File: src/rtl/ibias_ctrl_seq_if.sv
// Purpose : control/status bundle between the pad-ring config side and the bias-cell sequencer.
// Latency : n/a (wiring only).
// Backpr. : none; level requests plus a single-cycle trim load strobe.
// Ports (sequencer view): i_* requests/trim/BG_VALID in, o_* cell pins and status out.
interface ibias_ctrl_seq_if #(
  parameter int N_CH     = 4,
  parameter int TRIM_I_W = 5,
  parameter int TRIM_V_W = 4
);
  logic                i_req_en;
  logic                i_vbias_req;
  logic [N_CH-1:0]     i_ch_req;
  logic [TRIM_I_W-1:0] i_trim_ibias;
  logic [TRIM_V_W-1:0] i_trim_vbias;
  logic                i_trim_ld;
  logic                i_bg_valid;
  logic                o_en_ibias;
  logic                o_en_vbias;
  logic                o_bg_startup;
  logic [TRIM_I_W-1:0] o_trim_ibias;
  logic [TRIM_V_W-1:0] o_trim_vbias;
  logic [N_CH-1:0]     o_ch_en;
  logic                o_ready;
  logic                o_fault;
  logic [2:0]          o_state;

  // Config / cell side: drives requests, observes sequencer outputs.
  modport master (
    output i_req_en, i_vbias_req, i_ch_req, i_trim_ibias, i_trim_vbias, i_trim_ld, i_bg_valid,
    input  o_en_ibias, o_en_vbias, o_bg_startup, o_trim_ibias, o_trim_vbias, o_ch_en,
           o_ready, o_fault, o_state
  );

  // Sequencer side.
  modport slave (
    input  i_req_en, i_vbias_req, i_ch_req, i_trim_ibias, i_trim_vbias, i_trim_ld, i_bg_valid,
    output o_en_ibias, o_en_vbias, o_bg_startup, o_trim_ibias, o_trim_vbias, o_ch_en,
           o_ready, o_fault, o_state
  );
endinterface

File: src/rtl/ibias_ctrl_seq.sv
// Purpose : power-up sequencer for the bias/bandgap IO cell; staggers channel-group enables.
// Latency : every output registered; an input seen at a clock edge shows up one cycle later.
// Backpr. : none; requests are levels, trim load is a 1-cycle strobe (deferred while sequencing).
// Ports   : i_clk, i_rst_n (async active-low) plain; everything else via ibias_ctrl_seq_if.slave:
//           i_req_en/i_vbias_req/i_ch_req/i_trim_*/i_trim_ld/i_bg_valid in,
//           o_en_ibias/o_en_vbias/o_bg_startup/o_trim_*/o_ch_en/o_ready/o_fault/o_state out.
module ibias_ctrl_seq #(
  parameter int N_CH        = 4,
  parameter int STARTUP_CYC = 64,
  parameter int SETTLE_CYC  = 256,
  parameter int STAGGER_CYC = 16,
  parameter int TRIM_I_W    = 5,
  parameter int TRIM_V_W    = 4,
  parameter int TRIM_I_RST  = 16,
  parameter int TRIM_V_RST  = 8
) (
  input  logic             i_clk,
  input  logic             i_rst_n,
  ibias_ctrl_seq_if.slave  bus
);

  typedef enum logic [2:0] {
    S_OFF     = 3'd0,
    S_STARTUP = 3'd1,
    S_SETTLE  = 3'd2,
    S_RAMP    = 3'd3,
    S_ON      = 3'd4,
    S_FAULT   = 3'd5
  } state_t;

  localparam int CNT_MAX_SS = (STARTUP_CYC > SETTLE_CYC) ? STARTUP_CYC : SETTLE_CYC;
  localparam int CNT_MAX    = (CNT_MAX_SS > STAGGER_CYC) ? CNT_MAX_SS : STAGGER_CYC;
  localparam int CNT_W      = $clog2(CNT_MAX + 1);

  // Terminal counts: the counter runs 0..N-1 for an N-cycle interval.
  localparam logic [CNT_W-1:0] C_STARTUP = CNT_W'(STARTUP_CYC - 1);
  localparam logic [CNT_W-1:0] C_SETTLE  = CNT_W'(SETTLE_CYC - 1);
  localparam logic [CNT_W-1:0] C_STAGGER = CNT_W'(STAGGER_CYC - 1);

  state_t              r_state;
  logic [CNT_W-1:0]    r_cnt;
  logic                r_en_ibias;
  logic                r_en_vbias;
  logic                r_bg_startup;
  logic [TRIM_I_W-1:0] r_trim_i;
  logic [TRIM_V_W-1:0] r_trim_v;
  logic [TRIM_I_W-1:0] r_pend_i;
  logic [TRIM_V_W-1:0] r_pend_v;
  logic                r_trim_pend;
  logic [N_CH-1:0]     r_ch_en;
  logic                r_ready;
  logic                r_fault;
  logic                r_bgv_low;   // BG_VALID was low last cycle while in RAMP/ON

  logic [N_CH-1:0]     w_ch_kept;   // enabled groups still requested
  logic [N_CH-1:0]     w_pend;      // requested groups not yet enabled
  logic [N_CH-1:0]     w_pend_lo;   // lowest-index pending group (one-hot or zero)
  logic                w_bg_lost;

  assign w_ch_kept = r_ch_en & bus.i_ch_req;
  assign w_pend    = bus.i_ch_req & ~r_ch_en;
  assign w_pend_lo = w_pend & (~w_pend + N_CH'(1));
  assign w_bg_lost = r_bgv_low && !bus.i_bg_valid;

  always_ff @(posedge i_clk or negedge i_rst_n) begin
    if (!i_rst_n) begin
      r_state      <= S_OFF;
      r_cnt        <= '0;
      r_en_ibias   <= 1'b0;
      r_en_vbias   <= 1'b0;
      r_bg_startup <= 1'b0;
      r_trim_i     <= TRIM_I_W'(TRIM_I_RST);
      r_trim_v     <= TRIM_V_W'(TRIM_V_RST);
      r_pend_i     <= '0;
      r_pend_v     <= '0;
      r_trim_pend  <= 1'b0;
      r_ch_en      <= '0;
      r_ready      <= 1'b0;
      r_fault      <= 1'b0;
      r_bgv_low    <= 1'b0;
    end else begin
      // Trim codes only reach the cell while it is idle or fully up; mid-sequence
      // loads are parked and the latest one is applied on entry to ON.
      if (bus.i_trim_ld) begin
        if (r_state == S_OFF || r_state == S_ON) begin
          r_trim_i    <= bus.i_trim_ibias;
          r_trim_v    <= bus.i_trim_vbias;
          r_trim_pend <= 1'b0;
        end else begin
          r_pend_i    <= bus.i_trim_ibias;
          r_pend_v    <= bus.i_trim_vbias;
          r_trim_pend <= 1'b1;
        end
      end

      r_bgv_low <= (r_state == S_RAMP || r_state == S_ON) && !bus.i_bg_valid;

      if (!bus.i_req_en) begin
        r_state      <= S_OFF;
        r_cnt        <= '0;
        r_en_ibias   <= 1'b0;
        r_en_vbias   <= 1'b0;
        r_bg_startup <= 1'b0;
        r_ch_en      <= '0;
        r_ready      <= 1'b0;
        r_fault      <= 1'b0;
        r_bgv_low    <= 1'b0;
      end else begin
        case (r_state)
          S_OFF: begin
            r_state      <= S_STARTUP;
            r_cnt        <= '0;
            r_en_ibias   <= 1'b1;
            r_en_vbias   <= bus.i_vbias_req;
            r_bg_startup <= 1'b1;
          end

          S_STARTUP: begin
            if (r_cnt >= C_STARTUP) begin
              r_state      <= S_SETTLE;
              r_cnt        <= '0;
              r_bg_startup <= 1'b0;
            end else begin
              r_cnt <= r_cnt + CNT_W'(1);
            end
          end

          S_SETTLE: begin
            if (r_cnt >= C_SETTLE) begin
              if (bus.i_bg_valid) begin
                // First pending group goes on with the RAMP entry itself. With
                // nothing pending, preload the terminal count so RAMP lasts 1 cycle.
                r_state <= S_RAMP;
                r_ch_en <= w_pend_lo;
                r_cnt   <= (|w_pend) ? '0 : C_STAGGER;
              end else begin
                r_state    <= S_FAULT;
                r_cnt      <= '0;
                r_en_ibias <= 1'b0;
                r_en_vbias <= 1'b0;
                r_ch_en    <= '0;
                r_fault    <= 1'b1;
              end
            end else begin
              r_cnt <= r_cnt + CNT_W'(1);
            end
          end

          S_RAMP: begin
            if (w_bg_lost) begin
              r_state    <= S_FAULT;
              r_cnt      <= '0;
              r_en_ibias <= 1'b0;
              r_en_vbias <= 1'b0;
              r_ch_en    <= '0;
              r_ready    <= 1'b0;
              r_fault    <= 1'b1;
            end else if (r_cnt >= C_STAGGER) begin
              r_cnt <= '0;
              if (|w_pend) begin
                r_ch_en <= w_ch_kept | w_pend_lo;
              end else begin
                r_ch_en <= w_ch_kept;
                r_state <= S_ON;
                r_ready <= 1'b1;
                // A strobe in this very cycle is newer than anything parked.
                if (bus.i_trim_ld) begin
                  r_trim_i <= bus.i_trim_ibias;
                  r_trim_v <= bus.i_trim_vbias;
                end else if (r_trim_pend) begin
                  r_trim_i <= r_pend_i;
                  r_trim_v <= r_pend_v;
                end
                r_trim_pend <= 1'b0;
              end
            end else begin
              r_ch_en <= w_ch_kept;
              r_cnt   <= r_cnt + CNT_W'(1);
            end
          end

          S_ON: begin
            if (w_bg_lost) begin
              r_state    <= S_FAULT;
              r_cnt      <= '0;
              r_en_ibias <= 1'b0;
              r_en_vbias <= 1'b0;
              r_ch_en    <= '0;
              r_ready    <= 1'b0;
              r_fault    <= 1'b1;
            end else if (|w_pend) begin
              r_state <= S_RAMP;
              r_cnt   <= '0;
              r_ch_en <= w_ch_kept | w_pend_lo;
              r_ready <= 1'b0;
            end else begin
              r_ch_en <= w_ch_kept;
            end
          end

          S_FAULT: begin
            // Sticky until the enable request is withdrawn.
            r_cnt <= '0;
          end

          default: begin
            r_state <= S_OFF;
            r_cnt   <= '0;
          end
        endcase
      end
    end
  end

  assign bus.o_en_ibias   = r_en_ibias;
  assign bus.o_en_vbias   = r_en_vbias;
  assign bus.o_bg_startup = r_bg_startup;
  assign bus.o_trim_ibias = r_trim_i;
  assign bus.o_trim_vbias = r_trim_v;
  assign bus.o_ch_en      = r_ch_en;
  assign bus.o_ready      = r_ready;
  assign bus.o_fault      = r_fault;
  assign bus.o_state      = r_state;

endmodule
File: src/flat_wrapper.sv
// flat-port wrapper written by rule: the top's interface ports become plain ports
module ibias_ctrl_seq_flat 
#(
  parameter int N_CH        = 4,
  parameter int STARTUP_CYC = 64,
  parameter int SETTLE_CYC  = 256,
  parameter int STAGGER_CYC = 16,
  parameter int TRIM_I_W    = 5,
  parameter int TRIM_V_W    = 4,
  parameter int TRIM_I_RST  = 16,
  parameter int TRIM_V_RST  = 8
)
  (i_clk, i_rst_n, bus_i_req_en, bus_i_vbias_req, bus_i_ch_req, bus_i_trim_ibias, bus_i_trim_vbias, bus_i_trim_ld, bus_i_bg_valid, bus_o_en_ibias, bus_o_en_vbias, bus_o_bg_startup, bus_o_trim_ibias, bus_o_trim_vbias, bus_o_ch_en, bus_o_ready, bus_o_fault, bus_o_state);
  ibias_ctrl_seq_if #(.N_CH(N_CH), .TRIM_I_W(TRIM_I_W), .TRIM_V_W(TRIM_V_W)) bus_i ();
  input  logic i_clk;
  input  logic i_rst_n;
  input wire logic [$bits(bus_i.i_req_en)-1:0] bus_i_req_en;
  input wire logic [$bits(bus_i.i_vbias_req)-1:0] bus_i_vbias_req;
  input wire logic [$bits(bus_i.i_ch_req)-1:0] bus_i_ch_req;
  input wire logic [$bits(bus_i.i_trim_ibias)-1:0] bus_i_trim_ibias;
  input wire logic [$bits(bus_i.i_trim_vbias)-1:0] bus_i_trim_vbias;
  input wire logic [$bits(bus_i.i_trim_ld)-1:0] bus_i_trim_ld;
  input wire logic [$bits(bus_i.i_bg_valid)-1:0] bus_i_bg_valid;
  output wire logic [$bits(bus_i.o_en_ibias)-1:0] bus_o_en_ibias;
  output wire logic [$bits(bus_i.o_en_vbias)-1:0] bus_o_en_vbias;
  output wire logic [$bits(bus_i.o_bg_startup)-1:0] bus_o_bg_startup;
  output wire logic [$bits(bus_i.o_trim_ibias)-1:0] bus_o_trim_ibias;
  output wire logic [$bits(bus_i.o_trim_vbias)-1:0] bus_o_trim_vbias;
  output wire logic [$bits(bus_i.o_ch_en)-1:0] bus_o_ch_en;
  output wire logic [$bits(bus_i.o_ready)-1:0] bus_o_ready;
  output wire logic [$bits(bus_i.o_fault)-1:0] bus_o_fault;
  output wire logic [$bits(bus_i.o_state)-1:0] bus_o_state;
  assign bus_i.i_req_en = bus_i_req_en;
  assign bus_i.i_vbias_req = bus_i_vbias_req;
  assign bus_i.i_ch_req = bus_i_ch_req;
  assign bus_i.i_trim_ibias = bus_i_trim_ibias;
  assign bus_i.i_trim_vbias = bus_i_trim_vbias;
  assign bus_i.i_trim_ld = bus_i_trim_ld;
  assign bus_i.i_bg_valid = bus_i_bg_valid;
  assign bus_o_en_ibias = bus_i.o_en_ibias;
  assign bus_o_en_vbias = bus_i.o_en_vbias;
  assign bus_o_bg_startup = bus_i.o_bg_startup;
  assign bus_o_trim_ibias = bus_i.o_trim_ibias;
  assign bus_o_trim_vbias = bus_i.o_trim_vbias;
  assign bus_o_ch_en = bus_i.o_ch_en;
  assign bus_o_ready = bus_i.o_ready;
  assign bus_o_fault = bus_i.o_fault;
  assign bus_o_state = bus_i.o_state;
  ibias_ctrl_seq #(.N_CH(N_CH), .STARTUP_CYC(STARTUP_CYC), .SETTLE_CYC(SETTLE_CYC), .STAGGER_CYC(STAGGER_CYC), .TRIM_I_W(TRIM_I_W), .TRIM_V_W(TRIM_V_W), .TRIM_I_RST(TRIM_I_RST), .TRIM_V_RST(TRIM_V_RST)) u_core (.i_clk(i_clk), .i_rst_n(i_rst_n), .bus(bus_i));
endmodule
File: config.mk
export PLATFORM = sky130hd
export DESIGN_NAME = ibias_ctrl_seq_flat
export DESIGN_NICKNAME = d
export VERILOG_FILES = /design/src/rtl/ibias_ctrl_seq_if.sv /design/src/rtl/ibias_ctrl_seq.sv /design/src/flat_wrapper.sv
export SDC_FILE = /design/constraint.sdc
export NUM_CORES = 1
export LEC_CHECK = 0
export CAP_MARGIN = 20
export CORE_AREA = 2 2 84 86
export CTS_CLUSTER_SIZE = 30
export DETAILED_ROUTE_END_ITERATION = 10
export DIE_AREA = 0 0 86 88
export HOLD_SLACK_MARGIN = 0.1
export PLACE_DENSITY_LB_ADDON = 0.2
export SETUP_SLACK_MARGIN = 0.05
export SLEW_MARGIN = 20
export SYNTH_ARGS = -nofsm -noshare
export SYNTH_HDL_FRONTEND = slang
export SYNTH_SLANG_ARGS = --single-unit
File: constraint.sdc
create_clock -name i_clk -period 3.12 [get_ports i_clk]
set_input_delay 0.936 -clock i_clk [delete_from_list [all_inputs] [get_ports i_clk]]
set_output_delay 0.936 -clock i_clk [all_outputs]
set_load 0.01 [all_outputs]
# Word-level counts from Yosys, hierarchy flattened
# Cells that the tools add are included.
[classes]
n_addsub = 2
n_lt_le_gt_ge = 3
eq_ne = 18
n_mux = 76
bitwise_logic = 7
n_reduce_logical = 15
[op_table]
columns = ["operator", "n"]
rows = [
  ["$mux W9", 8],
  ["$mux W4", 17],
  ["$mux W5", 9],
  ["$pmux W9 S4", 1],
  ["$mux W3", 9],
  ["$mux W1", 25],
  ["$pmux W3 S6", 1],
  ["$and A4 B4 Y4", 3],
  ["$ne A3 B2 Y1 const B", 4],
  ["$ne A4 B3 Y1 const B", 3],
  ["$pmux W4 S3", 1],
  ["$reduce_and A4 Y1", 3],
  ["$add A9 B1 Y9 const B", 1],
  ["$ge A9 B4 Y1 const B", 1],
  ["$ge A9 B6 Y1 const B", 1],
  ["$ge A9 B8 Y1 const B", 1],
  ["$not A4 Y4", 2],
  ["$eq A3 B2 Y1 const B", 2],
  ["$eq A3 B3 Y1 const B", 2],
  ["$ne A3 B1 Y1 const B", 2],
  ["$pmux W1 S2", 3],
  ["$pmux W1 S3", 2],
  ["$reduce_and A2 Y1", 3],
  ["$reduce_and A6 Y1", 1],
  ["other kinds (14)", 16],
]
[word_totals]
reg_bits = 41
input_bits = 19
output_inout_bits = 21
wordCells = 135

# Longest topological paths before layout
[logic_depth]
depth_word = 11
mapped_depth = 10
depth_no_buf = 10

# Least setup slack after synthesis
# OpenSTA, ideal clock, no wires.
[synth_timing]
path_kind = "input to register"
from = "in bus_i_ch_req[0]"
to = "reg u_core.r_state[1], in the netlist u_core.bus.o_state[1]"
setup_ns = 0.125
t_arrival_ns = 2.178
t_required_ns = 2.995
slack_ns = 0.817
stages = 5
n_path_buf = 0
cell_sequence = "nor2b_1 or4_4 nor2_4 a211oi_1 mux2_2"
[synth_via]
elab_chain_cells = 4
elab_cells_between_ends = 5
classes_between = "2 x eq/ne; 1 x bitwise; 2 x reduce/logical"
[synth_rtl]
columns = ["item", "line", "text"]
rows = [
  ["from (decl)", "flat_wrapper.sv:19", "input wire logic [$bits(bus_i.i_ch_req)-1:0] bus_i_ch_req;"],
  ["$and A4 B4 Y4 (*)", "ibias_ctrl_seq.sv:61", "assign w_pend = bus.i_ch_req & ~r_ch_en;"],
  ["$reduce_or A4 Y1 (*)", "ibias_ctrl_seq.sv:160, ibias_ctrl_seq.sv:191", ""],
  ["$ne A4 B3 Y1 (no source line)", "--", ""],
  ["$reduce_and A6 Y1 (no source line) (*)", "--", ""],
  ["to (signal assigned)", "ibias_ctrl_seq.sv:67", "r_state <= S_OFF;"],
  ["to (signal assigned)", "ibias_ctrl_seq.sv:164", "r_state <= S_ON;"],
  ["to (signal assigned)", "ibias_ctrl_seq.sv:192", "r_state <= S_RAMP;"],
  ["to (decl)", "ibias_ctrl_seq.sv:40", "state_t r_state;"],
]
# Every way passes the cells marked *; elsewhere a longest branch is shown, timed or not.
# A chain may end at the register's enable or synchronous reset.

# Worst setup path in the final report
[layout_timing]
from = "reg u_core.r_cnt[0]"
to = "reg u_core.r_en_ibias, in the netlist u_core.bus.o_en_ibias"
[layout_via]
elab_chain_cells = 3
[layout_rtl]
columns = ["item", "line", "text"]
rows = [
  ["from (decl)", "ibias_ctrl_seq.sv:41", "logic [CNT_W-1:0] r_cnt;"],
  ["from (signal assigned)", "ibias_ctrl_seq.sv:124", "r_cnt <= r_cnt + CNT_W'(1);"],
  ["from (signal assigned)", "ibias_ctrl_seq.sv:135", "r_cnt <= (|w_pend) ? '0 : C_STAGGER;"],
  ["from (signal assigned)", "ibias_ctrl_seq.sv:145", "r_cnt <= r_cnt + CNT_W'(1);"],
  ["$ge A9 B8 Y1", "ibias_ctrl_seq.sv:129", "if (r_cnt >= C_SETTLE) begin"],
  ["$ne A3 B2 Y1 (no source line)", "--", ""],
  ["$reduce_and A4 Y1 (no source line)", "--", ""],
  ["to (signal assigned)", "ibias_ctrl_seq.sv:113", "r_en_ibias <= 1'b1;"],
  ["to (signal assigned)", "ibias_ctrl_seq.sv:139", "r_en_ibias <= 1'b0;"],
  ["to (signal assigned)", "ibias_ctrl_seq.sv:153", "r_en_ibias <= 1'b0;"],
  ["to (decl)", "ibias_ctrl_seq.sv:42", "logic r_en_ibias;"],
]
# Every way passes these cells.

==> run_results.csv <==
group,metric,value,unit
logic_synthesis,syn-num-nets,318,
critical_path,startpoint_type,"flop",
timing,maxSlewHeadroom,38.0,%
critical_path,arrival,2.83,ns
detailed_routing,drc,0,
grt,gr-total-overflow,0,
flow_run,cap_viol_max_count,0,
critical_path,ff2ff_setup_slack,0.48,ns
logic_synthesis,async_reset_ff_share,100,%
power,leakage,1.26,nW
critical_path,crit_chain,"ha_1 > inv_1 > nor2_1 > and3_1 > ha_1 > nor2_1 > nor3_1 > o31ai_1 > o21ai_0 > o221a_2",
die,core,0.00664,mm2
timing,fin_crit,2.64,ns
clock_network,path_clk_slew,0.08,ns
critical_path,cpMaxStageDelayCell,"dfrtp_1",
grt,antenna_found_initial,0,
clock_network,clk_path_buf_depth,2,
logic_synthesis,seq_area_frac_synth,39.3,%
critical_path,endpoint_kind,"flop",
logic_synthesis,netlist_instances,297,
outcome,outcome,"complete, no violations",
final_layout,mostFrequentLayoutCells,"dfrtp_1 (39), clkdlybuf4s50_1 (38), nand2_1 (35), o21ai_0 (24), inv_1 (17)",
timing,worst_slew_pin_slew,0.931,ns
grt,grt_pass1_wl,11600,um
timing,skew,0.00649,ns
critical_path,crit_path_max_incr_delay,0.47,ns
die,die_area,0.00757,mm2
detailed_routing,drt_iter0_drc,182,
detailed_routing,vias_per_cell,5.83,
placed_design,gp_congestion,0.849,
die,die_h,88,um
timing,fmax,378,MHz
timing,rsz0062_at_grt,"no",
logic_synthesis,synth_edf_count,0,
logic_synthesis,avgSynthCellArea,8.80,um2
logic_synthesis,ys_seq_elements,41,
logic_synthesis,syn_area,0.00262,mm2
clock_network,htreeDepth,2,
logic_synthesis,synth_warnings,0,
die,io_pins,40,
critical_path,crit_family,"compound AO/OA/AOI/OAI gates",
logic_synthesis,synth_cell_types,64,
critical_path,path_buf_inv,1,
final_layout,final_common_cell,"dfrtp_1",
final_layout,drive_gt1_share,10.4,%
clock_network,cts_tree,"built",
timing,timing_hold_violations_final,0,
timing,setup_slack,0.477,ns
critical_path,path_max_fanout,8,
grt,grt_pass1_vias,2311,
timing,setup_viol,0,
final_layout,num-nets-final,356,
die,rows,30,
final_layout,diodes,0,
detailed_routing,drt.antenna.violating_nets,0,
placed_design,post-place-ws,0.224,ns
hold_path,hold_class,"flop to flop",
timing,tns,0,ns
final_layout,area_growth,21.6,%
logic_synthesis,synth-main-ff-cell,"dfrtp_1",
die,die_width,86,um
die,initial_core_util,39.4,%
detailed_routing,routed_wl,6850,um
detailed_routing,dr_total_vias,2424,
clock_network,clock_latency,0.30,ns
placed_design,place_hpwl,4770,um
grt,grt_max_degree,42,
timing,maxSlewViolCount,0,
detailed_routing,first_pass_iters,4,
clock_network,clock_sink_count,41,
critical_path,cp.required,3.31,ns
timing,finalCritPeriodShare,84.7,%
power,vdd_drop_max,0.317,mV
detailed_routing,avgRoutedWirePerCell,16.5,um
clock_network,holdBufCountCts,0,
clock_network,cts.repair.resized,0,
power,p_per_area,704,mW/mm2
clock_network,cts_buffers,5,
grt,grt_usage,19.3,%
critical_path,worstSetupPathType,"flop to flop",
placed_design,place.port_buffers,39,
clock_network,postCtsSetupRepairBufs,0,
final_layout,n_fill_cell,635,
clock_network,cts-root-buf,"clkbuf_8",
==> stage by stage <==
stage | total power [mW] | utilization, % | std cells | hold WS, ns | instance area (um2)
3_5_place_dp | 1.81 | 46.2 | 408 | 0.471 | 3070
2_1_floorplan | 1.44 | - | 297 | 0.450 | 2620
6_report | 2.24 | 47.9 | 416 | 0.487 | 3180
5_1_grt | 2.41 | 47.9 | 416 | 0.505 | 3180
3_3_place_gp | 1.80 | 46.2 | 408 | 0.467 | 3070
4_1_cts | 2.25 | 47.8 | 416 | 0.490 | 3180
==> final timing paths <==
path / from / to / depth (start not counted)
worst max-delay path: u_core.r_cnt[0] / u_core.bus.o_en_ibias / 10
worst min-delay path: u_core.r_pend_v[1] / u_core.r_pend_v[1] / 2
worst max register to register: u_core.r_cnt[0] / u_core.bus.o_en_ibias / 10
worst min register to register: u_core.r_pend_v[1] / u_core.r_pend_v[1] / 2
max in group asynchronous: i_rst_n / u_core.r_pend_i[0] / 1
min in group asynchronous: i_rst_n / u_core.bus.o_ch_en[3] / 1
==> registers in the layout, indices dropped and copies added, names as in the netlist <==
signal,count
u_core.bus.o_ready,1
u_core.bus.o_ch_en,4
u_core.r_trim_pend,1
u_core.bus.o_en_vbias,1
u_core.r_bgv_low,1
u_core.r_pend_i,5
u_core.r_cnt,9
u_core.r_pend_v,4
u_core.bus.o_en_ibias,1
u_core.bus.o_state,3
u_core.bus.o_trim_vbias,4
u_core.bus.o_fault,1
u_core.bus.o_trim_ibias,5
u_core.bus.o_bg_startup,1
==> final cells by class <==
cell class	instances	area, um2	share of cell area (%)
clock buffer	6	72.6	2.28
clock inverter	2	35.0	1.10
inverter	17	63.8	2.01
multi-input combinational	223	1430	45.1
sequential	41	1030	32.3
tap	80	100	3.15
timing repair buffer	47	445	14.0
==> power breakdown <==
part	total, mW	switching [mW]	internal (mW)
combinational	0.942	0.490	0.452
sequential	0.866	0.169	0.697
clock	0.430	0.193	0.238
==> per-layer routing <==
| layer | vias to the layer above | track usage, % | part of all wire [%] | wire (um) |
|---|---|---|---|---|
| met3 | 7 | 3.30 | 4.6 | 313 |
| li1 | 1192 | - | - | - |
| met2 | 64 | 29.0 | 45 | 3050 |
| met4 | 0 | 4.91 | 1.0 | 70 |
| met5 | - | 0 | 0 | 0 |
| met1 | 1161 | 28.7 | 50 | 3410 |
==> cells in the mapped netlist, types with 5 or more instances <==
cell | instances | area share (%)
nand2_1 | 35 | 5.0
a21oi_1 | 16 | 3.1
o211ai_1 | 5 | 1.4
nor2b_1 | 9 | 2.2
mux2i_1 | 9 | 3.4
clkbuf_1 | 5 | 0.72
inv_1 | 17 | 2.4
nor2_1 | 13 | 1.9
nand3_1 | 9 | 1.7
buf_2 | 6 | 1.1
nor3_1 | 13 | 2.5
a31oi_1 | 11 | 2.6
dfrtp_1 | 39 | 37
o21ai_0 | 24 | 4.6
nand4_1 | 5 | 1.2
o221ai_1 | 11 | 3.7
==> cells by family (layout without fill, tap and decap cells) <==
kind of cell / Yosys count / after routing / synth area share, %
buf+inv: 33 / 72 / 6.17
compound gates: 94 / 94 / 24.0
xor+xnor: 1 / 1 / 0.335
flops: 41 / 41 / 39.3
mux: 10 / 10 / 3.88
fa+ha+maj: 2 / 2 / 0.957
simple gates: 116 / 116 / 25.3
==> worst min-delay path, delay by kind of cell, from the launching register on <==
kind | cells | cell delay, ns
simple gates | 1 | 0.05
compound gates | 1 | 0.06
flops | 1 | 0.35
Note: power is estimated with default switching activity, not from simulation.
